`config.mk`:
```
export PLATFORM = sky130hd
export DESIGN_NAME = alu_seq_flat
export DESIGN_NICKNAME = d
export VERILOG_FILES = /design/src/rtl/alu_seq_if.sv /design/src/rtl/alu_seq.sv /design/src/flat_wrapper.sv
export SDC_FILE = /design/constraint.sdc
export NUM_CORES = 1
export LEC_CHECK = 0
export CORE_UTILIZATION = 50
export DETAILED_ROUTE_END_ITERATION = 12
export PLACE_DENSITY = 0.83
export SLEW_MARGIN = 40
export SYNTH_ARGS = -nofsm -noshare
export SYNTH_HDL_FRONTEND = slang
export SYNTH_SLANG_ARGS = --single-unit
```
`constraint.sdc`:
```
create_clock -name clk -period 0.8 [get_ports clk]
set_input_delay 0.12 -clock clk [delete_from_list [all_inputs] [get_ports clk]]
set_output_delay 0.12 -clock clk [all_outputs]
set_load 0.02 [all_outputs]
```
`src/rtl/alu_seq_if.sv`:
```
// rtl/alu_seq_if.sv - start/done handshake, operand and result bundle for alu_seq
interface alu_seq_if #(
  parameter int N = 16
);
  logic         start;
  logic [N-1:0] ri;
  logic [N-1:0] rj;
  logic [2:0]   func;
  logic [N-1:0] out;
  logic         zero;
  logic         carry;
  logic         neg;
  logic         ovf;
  logic         busy;
  logic         done;

  modport master (
    output start, ri, rj, func,
    input  out, zero, carry, neg, ovf, busy, done
  );

  modport slave (
    input  start, ri, rj, func,
    output out, zero, carry, neg, ovf, busy, done
  );
endinterface

```
`src/rtl/alu_seq.sv`:
```
// rtl/alu_seq.sv - registered ALU with status flags and start/done handshake
// Optional iterative shift-add multiplier on func 111 when ALU_SEQ_MUL_EN is defined.
module alu_seq #(
  parameter int N = 16
) (
  input  logic     clk,
  input  logic     rst,
  alu_seq_if.slave bus
);

  logic [N-1:0] out_q, out_d;
  logic         zero_q, zero_d;
  logic         carry_q, carry_d;
  logic         neg_q, neg_d;
  logic         ovf_q, ovf_d;
  logic         done_q, done_d;

  logic [N:0]   sum;
  logic [N:0]   diff;
  logic [N-1:0] res;
  logic         res_carry;
  logic         res_ovf;
  logic         wr_single;

`ifdef ALU_SEQ_MUL_EN
  typedef enum logic {S_IDLE = 1'b0, S_MUL = 1'b1} state_t;
  localparam int CW = $clog2(N) + 1;

  state_t         state_q, state_d;
  logic [2*N-1:0] mcand_q, mcand_d;
  logic [N-1:0]   mplier_q, mplier_d;
  logic [2*N-1:0] acc_q, acc_d;
  logic [2*N-1:0] acc_next;
  logic [CW-1:0]  cnt_q, cnt_d;
`endif

  // Single-cycle result; diff[N] doubles as the borrow and the set-less-than bit.
  always_comb begin
    sum       = {1'b0, bus.ri} + {1'b0, bus.rj};
    diff      = {1'b0, bus.ri} - {1'b0, bus.rj};
    res       = '0;
    res_carry = 1'b0;
    res_ovf   = 1'b0;
    case (bus.func)
      3'b000: res = bus.ri;
      3'b001: begin
        res       = sum[N-1:0];
        res_carry = sum[N];
        res_ovf   = (bus.ri[N-1] == bus.rj[N-1]) && (sum[N-1] != bus.ri[N-1]);
      end
      3'b010: begin
        res       = diff[N-1:0];
        res_carry = diff[N];
        res_ovf   = (bus.ri[N-1] != bus.rj[N-1]) && (diff[N-1] != bus.ri[N-1]);
      end
      3'b011:  res = bus.ri & bus.rj;
      3'b100:  res = bus.ri | bus.rj;
      3'b101:  res = ~bus.rj;
      3'b110:  res = {{(N-1){1'b0}}, diff[N]};
      default: res = '0;
    endcase
  end

  always_comb begin
    out_d     = out_q;
    zero_d    = zero_q;
    carry_d   = carry_q;
    neg_d     = neg_q;
    ovf_d     = ovf_q;
    done_d    = 1'b0;
    wr_single = 1'b0;
`ifdef ALU_SEQ_MUL_EN
    state_d  = state_q;
    mcand_d  = mcand_q;
    mplier_d = mplier_q;
    acc_d    = acc_q;
    cnt_d    = cnt_q;
    acc_next = acc_q + (mplier_q[0] ? mcand_q : '0);
    case (state_q)
      S_IDLE: begin
        if (bus.start) begin
          if (bus.func == 3'b111) begin
            mcand_d  = {{N{1'b0}}, bus.ri};
            mplier_d = bus.rj;
            acc_d    = '0;
            cnt_d    = '0;
            state_d  = S_MUL;
          end else begin
            wr_single = 1'b1;
          end
        end
      end
      S_MUL: begin
        acc_d    = acc_next;
        mcand_d  = mcand_q << 1;
        mplier_d = mplier_q >> 1;
        cnt_d    = cnt_q + CW'(1);
        if (cnt_q == CW'(N - 1)) begin
          out_d   = acc_next[N-1:0];
          zero_d  = (acc_next[N-1:0] == '0);
          carry_d = |acc_next[2*N-1:N];
          neg_d   = acc_next[N-1];
          ovf_d   = 1'b0;
          done_d  = 1'b1;
          state_d = S_IDLE;
        end
      end
      default: state_d = S_IDLE;
    endcase
`else
    wr_single = bus.start;
`endif
    if (wr_single) begin
      out_d   = res;
      zero_d  = (res == '0);
      carry_d = res_carry;
      neg_d   = res[N-1];
      ovf_d   = res_ovf;
      done_d  = 1'b1;
    end
  end

  always_ff @(posedge clk or posedge rst) begin
    if (rst) begin
      out_q    <= '0;
      zero_q   <= 1'b0;
      carry_q  <= 1'b0;
      neg_q    <= 1'b0;
      ovf_q    <= 1'b0;
      done_q   <= 1'b0;
`ifdef ALU_SEQ_MUL_EN
      state_q  <= S_IDLE;
      mcand_q  <= '0;
      mplier_q <= '0;
      acc_q    <= '0;
      cnt_q    <= '0;
`endif
    end else begin
      out_q    <= out_d;
      zero_q   <= zero_d;
      carry_q  <= carry_d;
      neg_q    <= neg_d;
      ovf_q    <= ovf_d;
      done_q   <= done_d;
`ifdef ALU_SEQ_MUL_EN
      state_q  <= state_d;
      mcand_q  <= mcand_d;
      mplier_q <= mplier_d;
      acc_q    <= acc_d;
      cnt_q    <= cnt_d;
`endif
    end
  end

  assign bus.out   = out_q;
  assign bus.zero  = zero_q;
  assign bus.carry = carry_q;
  assign bus.neg   = neg_q;
  assign bus.ovf   = ovf_q;
  assign bus.done  = done_q;
`ifdef ALU_SEQ_MUL_EN
  assign bus.busy  = (state_q == S_MUL);
`else
  assign bus.busy  = 1'b0;
`endif

endmodule

```
`src/flat_wrapper.sv`:
```
// flat-port wrapper written by rule: the top's interface ports become plain ports
module alu_seq_flat 
#(
  parameter int N = 16
)
  (clk, rst, bus_start, bus_ri, bus_rj, bus_func, bus_out, bus_zero, bus_carry, bus_neg, bus_ovf, bus_busy, bus_done);
  alu_seq_if #(.N(N)) bus_i ();
  input  logic clk;
  input  logic rst;
  input wire logic [$bits(bus_i.start)-1:0] bus_start;
  input wire logic [$bits(bus_i.ri)-1:0] bus_ri;
  input wire logic [$bits(bus_i.rj)-1:0] bus_rj;
  input wire logic [$bits(bus_i.func)-1:0] bus_func;
  output wire logic [$bits(bus_i.out)-1:0] bus_out;
  output wire logic [$bits(bus_i.zero)-1:0] bus_zero;
  output wire logic [$bits(bus_i.carry)-1:0] bus_carry;
  output wire logic [$bits(bus_i.neg)-1:0] bus_neg;
  output wire logic [$bits(bus_i.ovf)-1:0] bus_ovf;
  output wire logic [$bits(bus_i.busy)-1:0] bus_busy;
  output wire logic [$bits(bus_i.done)-1:0] bus_done;
  assign bus_i.start = bus_start;
  assign bus_i.ri = bus_ri;
  assign bus_i.rj = bus_rj;
  assign bus_i.func = bus_func;
  assign bus_out = bus_i.out;
  assign bus_zero = bus_i.zero;
  assign bus_carry = bus_i.carry;
  assign bus_neg = bus_i.neg;
  assign bus_ovf = bus_i.ovf;
  assign bus_busy = bus_i.busy;
  assign bus_done = bus_i.done;
  alu_seq #(.N(N)) u_core (.clk(clk), .rst(rst), .bus(bus_i));
endmodule
```
==> impl_metrics.ini, run 1 <==
[clock_network]
ctsResizeCount = 302
cts_buffers = 3
clock_path_buffers = 2
postCtsHoldBufs = 0
post_cts_buffers = 31
clockRootBuffer = clkbuf_8
cts_sinks = 20
htreeDepth = 1

[synth]
yosys_register_bits = 20
synth_nets = 561
yosysMostFrequentCell = nor2_1
ys_seq_area_share_pct = 14.5
synth_top_area_share_pct = 18.5
synthTopCellsByCount = 61 x nor2_1, 51 x ha_1, 49 x inv_1
netlist_area_um2 = 3440
yosysUniqueCellTypes = 69
syn_inst = 470
synth-edff-count = 0
synth_ff_type = dfrtp_1
ys.warnings.count = 0
async_flop_share_pct = 100
synth_area_leader_cell = ha_1
syn_avg_cell_area_um2 = 7.32
netlist_top_cells_area = ha_1 19%, dfrtp_1 15%, nor2_1 6.7%

[floorplan]
die_h_um = 85.0
start_util_pct = 53.0
rows = 29
ios = 60
die_width_um = 85.0

[placement]
post-place-cells = 756
hpwl_um = 10900
portBuffers = 58
placed_area_um2 = 5650
gp_congestion = 1.09

[status]
outcome = did not finish
haltStage = clock tree synthesis (4_1_cts)
first-error = [ERROR DPL-0033] detailed placement checks failed during check placement.
-- stage by stage --
stage	setup TNS (ns)	setup WS (ns)
2_1_floorplan	-19.82	-1.48
3_3_place_gp	-41.72	-2.33
3_5_place_dp	-43.90	-2.48
-- cells by family after synthesis --
group,after synthesis,synth area share [%]
flip-flops,20,14.5
buffers and inverters,76,8.98
AND/OR/NAND/NOR,150,20.8
multiplexers,10,3.16
XOR/XNOR,5,1.27
AO/OA/AOI/OAI,155,31.4
other,1,0.109
adder cells (fa/ha/maj),53,19.7
==> inputs of run 2 (changes only) <==
- CORE_UTILIZATION: 50 -> 40
- PLACE_DENSITY: 0.83 -> default
- PLACE_DENSITY_LB_ADDON: default -> 0.15
- clock period: 0.8 -> 1 ns (I/O delays scaled with it)
==> impl_metrics.ini, run 2 <==
[floorplan]
start_util_pct = 41.7
die-area_um2 = 8980
die_h_um = 94.7
coreArea_um2 = 8260
die_width_um = 94.7
rows = 33
ios = 60

[synth]
ys.warnings.count = 0
netlist_area_um2 = 3440
yosysMostFrequentCell = nor2_1
ys_seq_area_share_pct = 14.5
synth_ff_type = dfrtp_1
netlist_top_cells_area = ha_1 19%, dfrtp_1 15%, nor2_1 6.7%
yosysUniqueCellTypes = 69
async_flop_share_pct = 100
synth_top_area_share_pct = 18.5
synth_area_leader_cell = ha_1
syn_inst = 470
synthTopCellsByCount = 61 x nor2_1, 51 x ha_1, 49 x inv_1
synth-edff-count = 0
yosys_register_bits = 20
syn_avg_cell_area_um2 = 7.32
synth_nets = 561

[sta]
max_freq_mhz = 378
setup_slack_ns = -1.64
skew_ns = 0
holdWs_ns = 0.236
setup_viol = 19
hold_viol = 0
rsz0062_at_grt = true
drv_slew = 0
period_share_pct = 264
period_needed_ns = 2.64

[setup_path]
required_ns = 1.15
worstPathBufferInverterCount = 2
worstPathArrival_ns = 2.79
path_cells = buf_12 -> inv_12 -> ha_4 -> fa_2 -> o21bai_4 -> a2111oi_4 -> o211ai_1 -> a221oi_2 -> o2111ai_1 -> a31oi_1 -> nor4_2 -> nand3_1 -> o41ai_2
crit_family = compound AO/OA/AOI/OAI gates
worstSetupPathType = primary input to flip-flop
slowest_stage = fa_2
crit_fanout = 3
worstSetupStartpointType = primary input
cp-end-kind = flip-flop
slowest_delay_ns = 0.37

[global_route]
grt_max_degree = 30
grt.overflow.total = 0
grt.total_usage_pct = 32.4
grt_pass1_wl_um = 22600
grt_pass1_vias = 4797
antenna_found_initial = 0

[drt]
viasPerCell = 5.83
wl_um = 15800
ant_nets = 0
firstDrtPassIters = 7
drt_iter0_markers = 346
wire_per_inst_um = 19.0
num_vias = 4847
drcViolationCount = 0

[clock_network]
cts_tree = yes
cts_buffers = 3
cts.clk_slew.worst_paths_ns = 0.07
clk_latency_ns = 0.25
htreeDepth = 1
cts_sinks = 20
clockRootBuffer = clkbuf_8
clock_path_buffers = 2

[pwr]
p_clk_share_pct = 9.0
swShare_pct = 42.0
power.switching_w = 0.00239
p_comb_share_pct = 73.6
leakage_nw = 3.10
power_w = 0.00568
seqPwrFrac_pct = 17.5
p_int_w = 0.00330
ir_worst_vdd_mv = 0.554
powerDensity_nw_per_um2 = 842

[placement]
hpwl_um = 10900
portBuffers = 58
placed_area_um2 = 5750
gp_congestion = 0.930

[cells_and_area]
layout_commonest_cell = buf_4
largest_register_ffs = 15
nets = 819
stdcell_area_um2 = 6750
drive_gt1_share_pct = 58.4
layout_common_cells = 182 x buf_4, 57 x nor2_1, 39 x buf_6
n_antenna_cell = 0
postLayoutCoreUtil_pct = 81.8
syn_to_final_growth_pct = 96.2

[worst_hold_path]
hp-class = primary input to asynchronous set/reset pin

[job]
drv_cap = 0

[status]
violations = setup timing
outcome = finished, violations left
==> run 2: cell families (layout without fill, tap and decap cells) <==
group / Yosys count / in the layout / share of synthesized area (%)
AO/OA/AOI/OAI: 155 / 155 / 31.4
buffers and inverters: 76 / 332 / 8.98
XOR/XNOR: 5 / 5 / 1.27
AND/OR/NAND/NOR: 150 / 150 / 20.8
multiplexers: 10 / 10 / 3.16
adder cells (fa/ha/maj): 53 / 53 / 19.7
flip-flops: 20 / 20 / 14.5
other: 1 / 1 / 0.109
==> run 2: routing by layer <==
metal	vias to the layer above	global-route usage, %	wire length (um)
li1	2205	-	-
met1	2287	38.1	5830
met2	270	59.4	7960
met3	85	2.82	1250
met4	0	13.9	752
met5	-	0	0
==> run 2: layout make-up <==
cell class              count  area [um2]
fillers                   521        1510
well taps                 105         131
inverters                  50         243
repair buffers            279        2280
flip-flops and latches     20         500
clock buffers               3        41.3
multi-input cells         374        3550
==> run 2: path summary, 6_finish.rpt <==
check	startpoint	end	slack (ns)	cells after the start
max	bus_ri[0]	u_core.bus.zero	-1.64	13
min	rst	u_core.bus.out[5]	0.24	3
max reg2reg	u_core.bus.out[14]	u_core.bus.out[14]	0.06	3
min reg2reg	u_core.bus.out[2]	u_core.bus.out[2]	0.51	2
max in group asynchronous	rst	u_core.bus.out[12]	0.64	3
min in group clk	u_core.bus.out[2]	u_core.bus.out[2]	0.51	2
==> run 2: through the flow <==
stage / setup WS [ns] / instances / TNS [ns]
2_1_floorplan: -1.31 / 470 / -16.59
3_3_place_gp: -2.18 / 793 / -35.56
3_5_place_dp: -2.27 / 793 / -36.70
4_1_cts: -1.58 / 826 / -21.89
5_1_grt: -1.71 / 831 / -22.65
6_report: -1.64 / 831 / -21.82
==> run 2: power groups by stage <==
stage                     clock network, W  registers, W  logic (W)
after floorplan                          0       0.00115    0.00146
after global placement                   0       0.00100    0.00323
after detailed placement                 0       0.00101    0.00328
after CTS                         0.000509      0.000994    0.00373
after global routing              0.000560       0.00100    0.00440
final                             0.000511      0.000992    0.00418
==> run 2: what timing repair did <==
item / 4_1_cts / 5_1_grt
hold buffers: 0 / 0
endpoints found under the setup margin: 40 / 19
gates resized for setup: 259 / 106
pin swaps: 67 / 54
setup buffers: 33 / 17
==> run 2: worst min-delay path, delay by kind of cell <==
family,cells,cell delay (ns)
buffers and inverters,3,0.68
(Power assumes the default switching activity.)
==> inputs of run 3 (changes only) <==
- ABC_AREA: default -> 1
- CTS_CLUSTER_DIAMETER: default -> 40
==> impl_metrics.ini, run 3 <==
[synth]
synth_compound_area_share_pct = 12.1
synthAdderAreaFrac_pct = 17.7
ys.warnings.count = 0
yosysUniqueCellTypes = 40
synth_top_area_share_pct = 18.0
synthTopCellsByCount = 184 x nand2_1, 108 x inv_1, 80 x nand3_1
synth_area_leader_cell = nand2_1
syn_inst = 655
synth_nets = 746
async_flop_share_pct = 100
syn_avg_cell_area_um2 = 5.86
yosys_register_bits = 20
synth_mux_area_share_pct = 0
netlist_area_um2 = 3840
synth_top_family_by_area = simple AND/OR/NAND/NOR gates
synth_ff_type = dfrtp_1
ys_seq_area_share_pct = 13.0
synth_xor_area_share_pct = 0.228
netlist_top_cells_area = nand2_1 18%, ha_1 17%, dfrtp_1 13%
synth-edff-count = 0
synthSimpleGateAreaFrac_pct = 40.9
yosysMostFrequentCell = nand2_1

[cells_and_area]
largest_register_ffs = 15
postLayoutCoreUtil_pct = 80.7
drive_gt1_share_pct = 61.4
syn_to_final_growth_pct = 95.2
n_antenna_cell = 0
stdcell_area_um2 = 7490
layout_common_cells = 181 x buf_4, 103 x nand2_1, 67 x nand2_2
layout_commonest_cell = buf_4
fin_cells = 1038
nets = 1001

[floorplan]
start_util_pct = 41.3
die_width_um = 99.9
die_h_um = 99.9
ios = 60
rows = 35
coreArea_um2 = 9280
die-area_um2 = 9990

[setup_path]
r2r-start = u_core.bus.neg
cp-end-kind = flip-flop
worstSetupStartpointType = primary input
worstRegToRegCells = 3
required_ns = 1.20
rr_endpoint = u_core.bus.neg
worstPathArrival_ns = 2.10
crit_fanout = 6
reg2reg_slack_ns = 0.20
worstSetupPathType = primary input to flip-flop

[pwr]
power.switching_w = 0.00275
ir_worst_vdd_mv = 0.526
p_int_w = 0.00326
p_comb_share_pct = 73.9
seqPwrFrac_pct = 16.0
leakage_nw = 3.75
powerDensity_nw_per_um2 = 803
swShare_pct = 45.8
p_clk_share_pct = 10.1
power_w = 0.00601

[placement]
placed_area_um2 = 6120
portBuffers = 58
gp_congestion = 0.966
post-place-cells = 985
hpwl_um = 11200

[drt]
drcViolationCount = 0
drt_iter0_markers = 606
num_vias = 5910
wl_um = 18700
wire_per_inst_um = 18.0
ant_nets = 0
firstDrtPassIters = 6
viasPerCell = 5.69

[global_route]
grt_pass1_vias = 5613
grt.overflow.total = 0
grt.total_usage_pct = 32.3
grt_pass1_wl_um = 25500
antenna_found_initial = 0
grt_max_degree = 22

[clock_network]
cts.clk_slew.worst_paths_ns = 0.07
cts_tree = yes
clk_latency_ns = 0.26
clock_path_buffers = 2
cts_buffers = 3
clockRootBuffer = clkbuf_8
htreeDepth = 1
cts_sinks = 20
postCtsHoldBufs = 0

[sta]
drv_slew = 0
setup_tns_ns = -12.16
rsz0062_at_grt = true
skew_ns = 0
hold_viol = 0
period_share_pct = 190
setup_viol = 19
max_freq_mhz = 526
period_needed_ns = 1.90
slew_headroom_pct = 63.8
setup_slack_ns = -0.900
tightest_slew_ns = 0.544

[status]
outcome = finished, violations left
violations = setup timing

[worst_hold_path]
hp-class = primary input to asynchronous set/reset pin

[job]
drv_cap = 0
==> run 3: cell count changes after synthesis, moves of 12 or more <==
cell | before | now
nand2_1 | 29 | 184
clkbuf_1 | 14 | 2
nand3_1 | 7 | 80
a21oi_1 | 42 | 26
inv_1 | 49 | 108
nand4_1 | 1 | 13
==> run 3: area by class of cell <==
cell class / instances / area (um2)
well taps: 129 / 161
flip-flops and latches: 20 / 500
repair buffers: 272 / 2290
fillers: 561 / 1790
clock buffers: 4 / 55.1
inverters: 115 / 532
multi-input cells: 498 / 3950
==> run 3: worst max path at each step <==
stage | from | end | slack [ns] | depth (start not counted)
final | bus_rj[4] | u_core.bus.zero | -0.90 | 17
after global routing | bus_rj[4] | u_core.bus.zero | -0.93 | 15
after CTS | bus_ri[0] | u_core.bus.zero | -0.74 | 16
after detailed placement | bus_rj[0] | u_core.bus.zero | -1.53 | 17
after global placement | bus_rj[0] | u_core.bus.zero | -1.49 | 16
after floorplan | bus_ri[0] | u_core.bus.zero | -0.69 | 15
==> run 3: metal layers <==
layer / wire [um] / GRT usage, % / vias up
li1: - / - / 2607
met1: 6790 / 37.5 / 2688
met2: 8710 / 56.8 / 449
met3: 1720 / 4.67 / 166
met4: 1460 / 18.1 / 0
met5: 0 / 0 / -
==> run 3: power groups by stage <==
stage	sequential [W]	clock, W	combinational [W]
after floorplan	0.00111	0	0.00159
after global placement	0.000977	0	0.00315
after detailed placement	0.000981	0	0.00322
after CTS	0.000963	0.000618	0.00377
after global routing	0.000977	0.000651	0.00467
final	0.000964	0.000608	0.00444
==> run 3: kinds of logic after synthesis <==
logic type / count (synthesis)
buffers and inverters: 138
XOR/XNOR: 1
adder cells (fa/ha/maj): 53
AO/OA/AOI/OAI: 77
other: 1
flip-flops: 20
AND/OR/NAND/NOR: 365
==> run 3: stage by stage <==
stage / setup WS (ns) / hold WS, ns
3_5_place_dp: -1.53 / 0.479
6_report: -0.900 / 0.209
2_1_floorplan: -0.685 / 0.114
4_1_cts: -0.737 / 0.212
5_1_grt: -0.934 / 0.214
3_3_place_gp: -1.49 / 0.475
==> run 3: worst max-delay path, stage by stage <==
cell	delay [ns]
buf_4	0.13
inv_6	0.07
ha_4	0.23
buf_4	0.16
nor2_4	0.19
nand3_4	0.12
nand3_4	0.11
nand2_1	0.09
nand2_1	0.13
nand2_1	0.08
nand2_1	0.06
nor2_1	0.06
nor2_2	0.18
nand3_1	0.10
nor2_1	0.10
nand3_1	0.08
nand2_1	0.06
==> run 3: timing repair <==
action                                 in CTS  in global routing
resized for setup                         414                103
setup endpoints to repair                  40                 21
buffers inserted                           41                 18
gates cloned                                1                  0
endpoints found under the hold margin       0                  0
pin swaps                                 137                101
==> inputs of run 4 (changes only) <==
- GPL_ROUTABILITY_DRIVEN: default -> 0
==> impl_metrics.ini, run 4 (synthesis gave the netlist of run 3 again) <==
[sta]
holdWs_ns = 0.219
drv_slew = 0
setup_viol = 19
skew_ns = 0
hold_viol = 0
period_needed_ns = 2.07
period_share_pct = 207
setup_slack_ns = -1.07
max_freq_mhz = 483
rsz0062_at_grt = true

[clock_network]
clk_latency_ns = 0.26
htreeDepth = 1
postCtsHoldBufs = 0
cts_tree = yes
cts.clk_slew.worst_paths_ns = 0.07
cts_buffers = 3
clockRootBuffer = clkbuf_8
clock_path_buffers = 2
cts_sinks = 20

[setup_path]
worstSetupPathType = primary input to flip-flop
required_ns = 1.16
crit_fanout = 6
worstSetupStartpointType = primary input
worstSetupStartpoint = bus_ri[9]
worstPathArrival_ns = 2.23
cp-end-kind = flip-flop
r2r-start = u_core.bus.neg

[job]
drv_cap = 0

[floorplan]
start_util_pct = 41.3
rows = 35
die_h_um = 99.9
coreArea_um2 = 9280
ios = 60
die-area_um2 = 9990
die_width_um = 99.9

[drt]
ant_nets = 0
num_vias = 6539
wire_per_inst_um = 22.9
viasPerCell = 6.23
firstDrtPassIters = 5
drcViolationCount = 0
wl_um = 24100
drt_iter0_markers = 789

[cells_and_area]
layout_commonest_cell = buf_4
nets = 1012
drive_gt1_share_pct = 65.9
n_antenna_cell = 0
fin_cells = 1049
syn_to_final_growth_pct = 110
layout_common_cells = 174 x buf_4, 94 x nand2_1, 65 x nand2_2
largest_register_ffs = 15

[pwr]
leakage_nw = 3.94
ir_worst_vdd_mv = 0.497
powerDensity_nw_per_um2 = 825

[global_route]
grt_pass1_vias = 5624
grt_max_degree = 21
grt_pass1_wl_um = 26300
grt.overflow.total = 0
grt.total_usage_pct = 33.1
antenna_found_initial = 0

[placement]
hpwl_um = 11000
post-place-cells = 979
portBuffers = 58
dp_slack_ns = -1.53

[status]
outcome = finished, violations left
violations = setup timing

[worst_hold_path]
hp-class = primary input to asynchronous set/reset pin
## run 4: path summary, 6_finish.rpt
path | end | depth (start not counted) | slack [ns]
setup / recovery | u_core.bus.out[12] | 14 | -1.07
hold / removal | u_core.bus.out[0] | 3 | 0.22
setup reg to reg | u_core.bus.neg | 3 | 0.13
hold reg to reg | u_core.bus.out[4] | 2 | 0.55
max in group asynchronous | u_core.bus.out[10] | 3 | 0.65
min in group clk | u_core.bus.ovf | 6 | 0.54
## run 4: cell type report
cell class | count | area [um2]
fill | 404 | 1240
inverter | 115 | 564
sequential | 20 | 500
multi-input combinational | 498 | 4220
clock buffer | 4 | 55.1
timing repair buffer | 283 | 2540
tap | 129 | 161
## run 4: what timing repair did
item / 4_1_cts / 5_1_grt
gates cloned: 2 / 0
resized for setup: 431 / 198
setup endpoints to repair: 40 / 20
hold endpoints to repair: 0 / 0
pin swaps: 138 / 122
buffers inserted: 49 / 30
## run 4: critical path, stage by stage
cell	delay (ns)
buf_6	0.08
inv_4	0.03
ha_4	0.37
inv_4	0.08
a21oi_4	0.26
nor2_1	0.10
nor2_1	0.26
nand3_1	0.18
nand2_1	0.09
nand2_1	0.09
nor2_2	0.17
nor2_4	0.05
buf_4	0.12
o21ai_0	0.20
## run 4: where the power goes
group | internal, W | leakage [nW] | switching (W)
combinational | 0.00222 | 3.66 | 0.00284
sequential | 0.000911 | 0.252 | 0.0000565
clock | 0.000351 | 0.0288 | 0.000263
## run 4: metal layers
layer,share of wire (%),global-route usage (%)
met1,33,38.8
met2,43,59.6
met3,13,3.27
met4,11,16.9
met5,0,0
## run 4: stage by stage
step                      area [um2]  power [W]  utilization, %  setup TNS, ns
after floorplan                 4280    0.00270               -          -7.64
after global placement          6060    0.00410            65.3         -26.07
after detailed placement        6060    0.00418            65.3         -27.10
after CTS                       7070    0.00536            76.2          -9.88
after global routing            8040    0.00684            86.6         -14.78
final                           8040    0.00664            86.6         -13.75
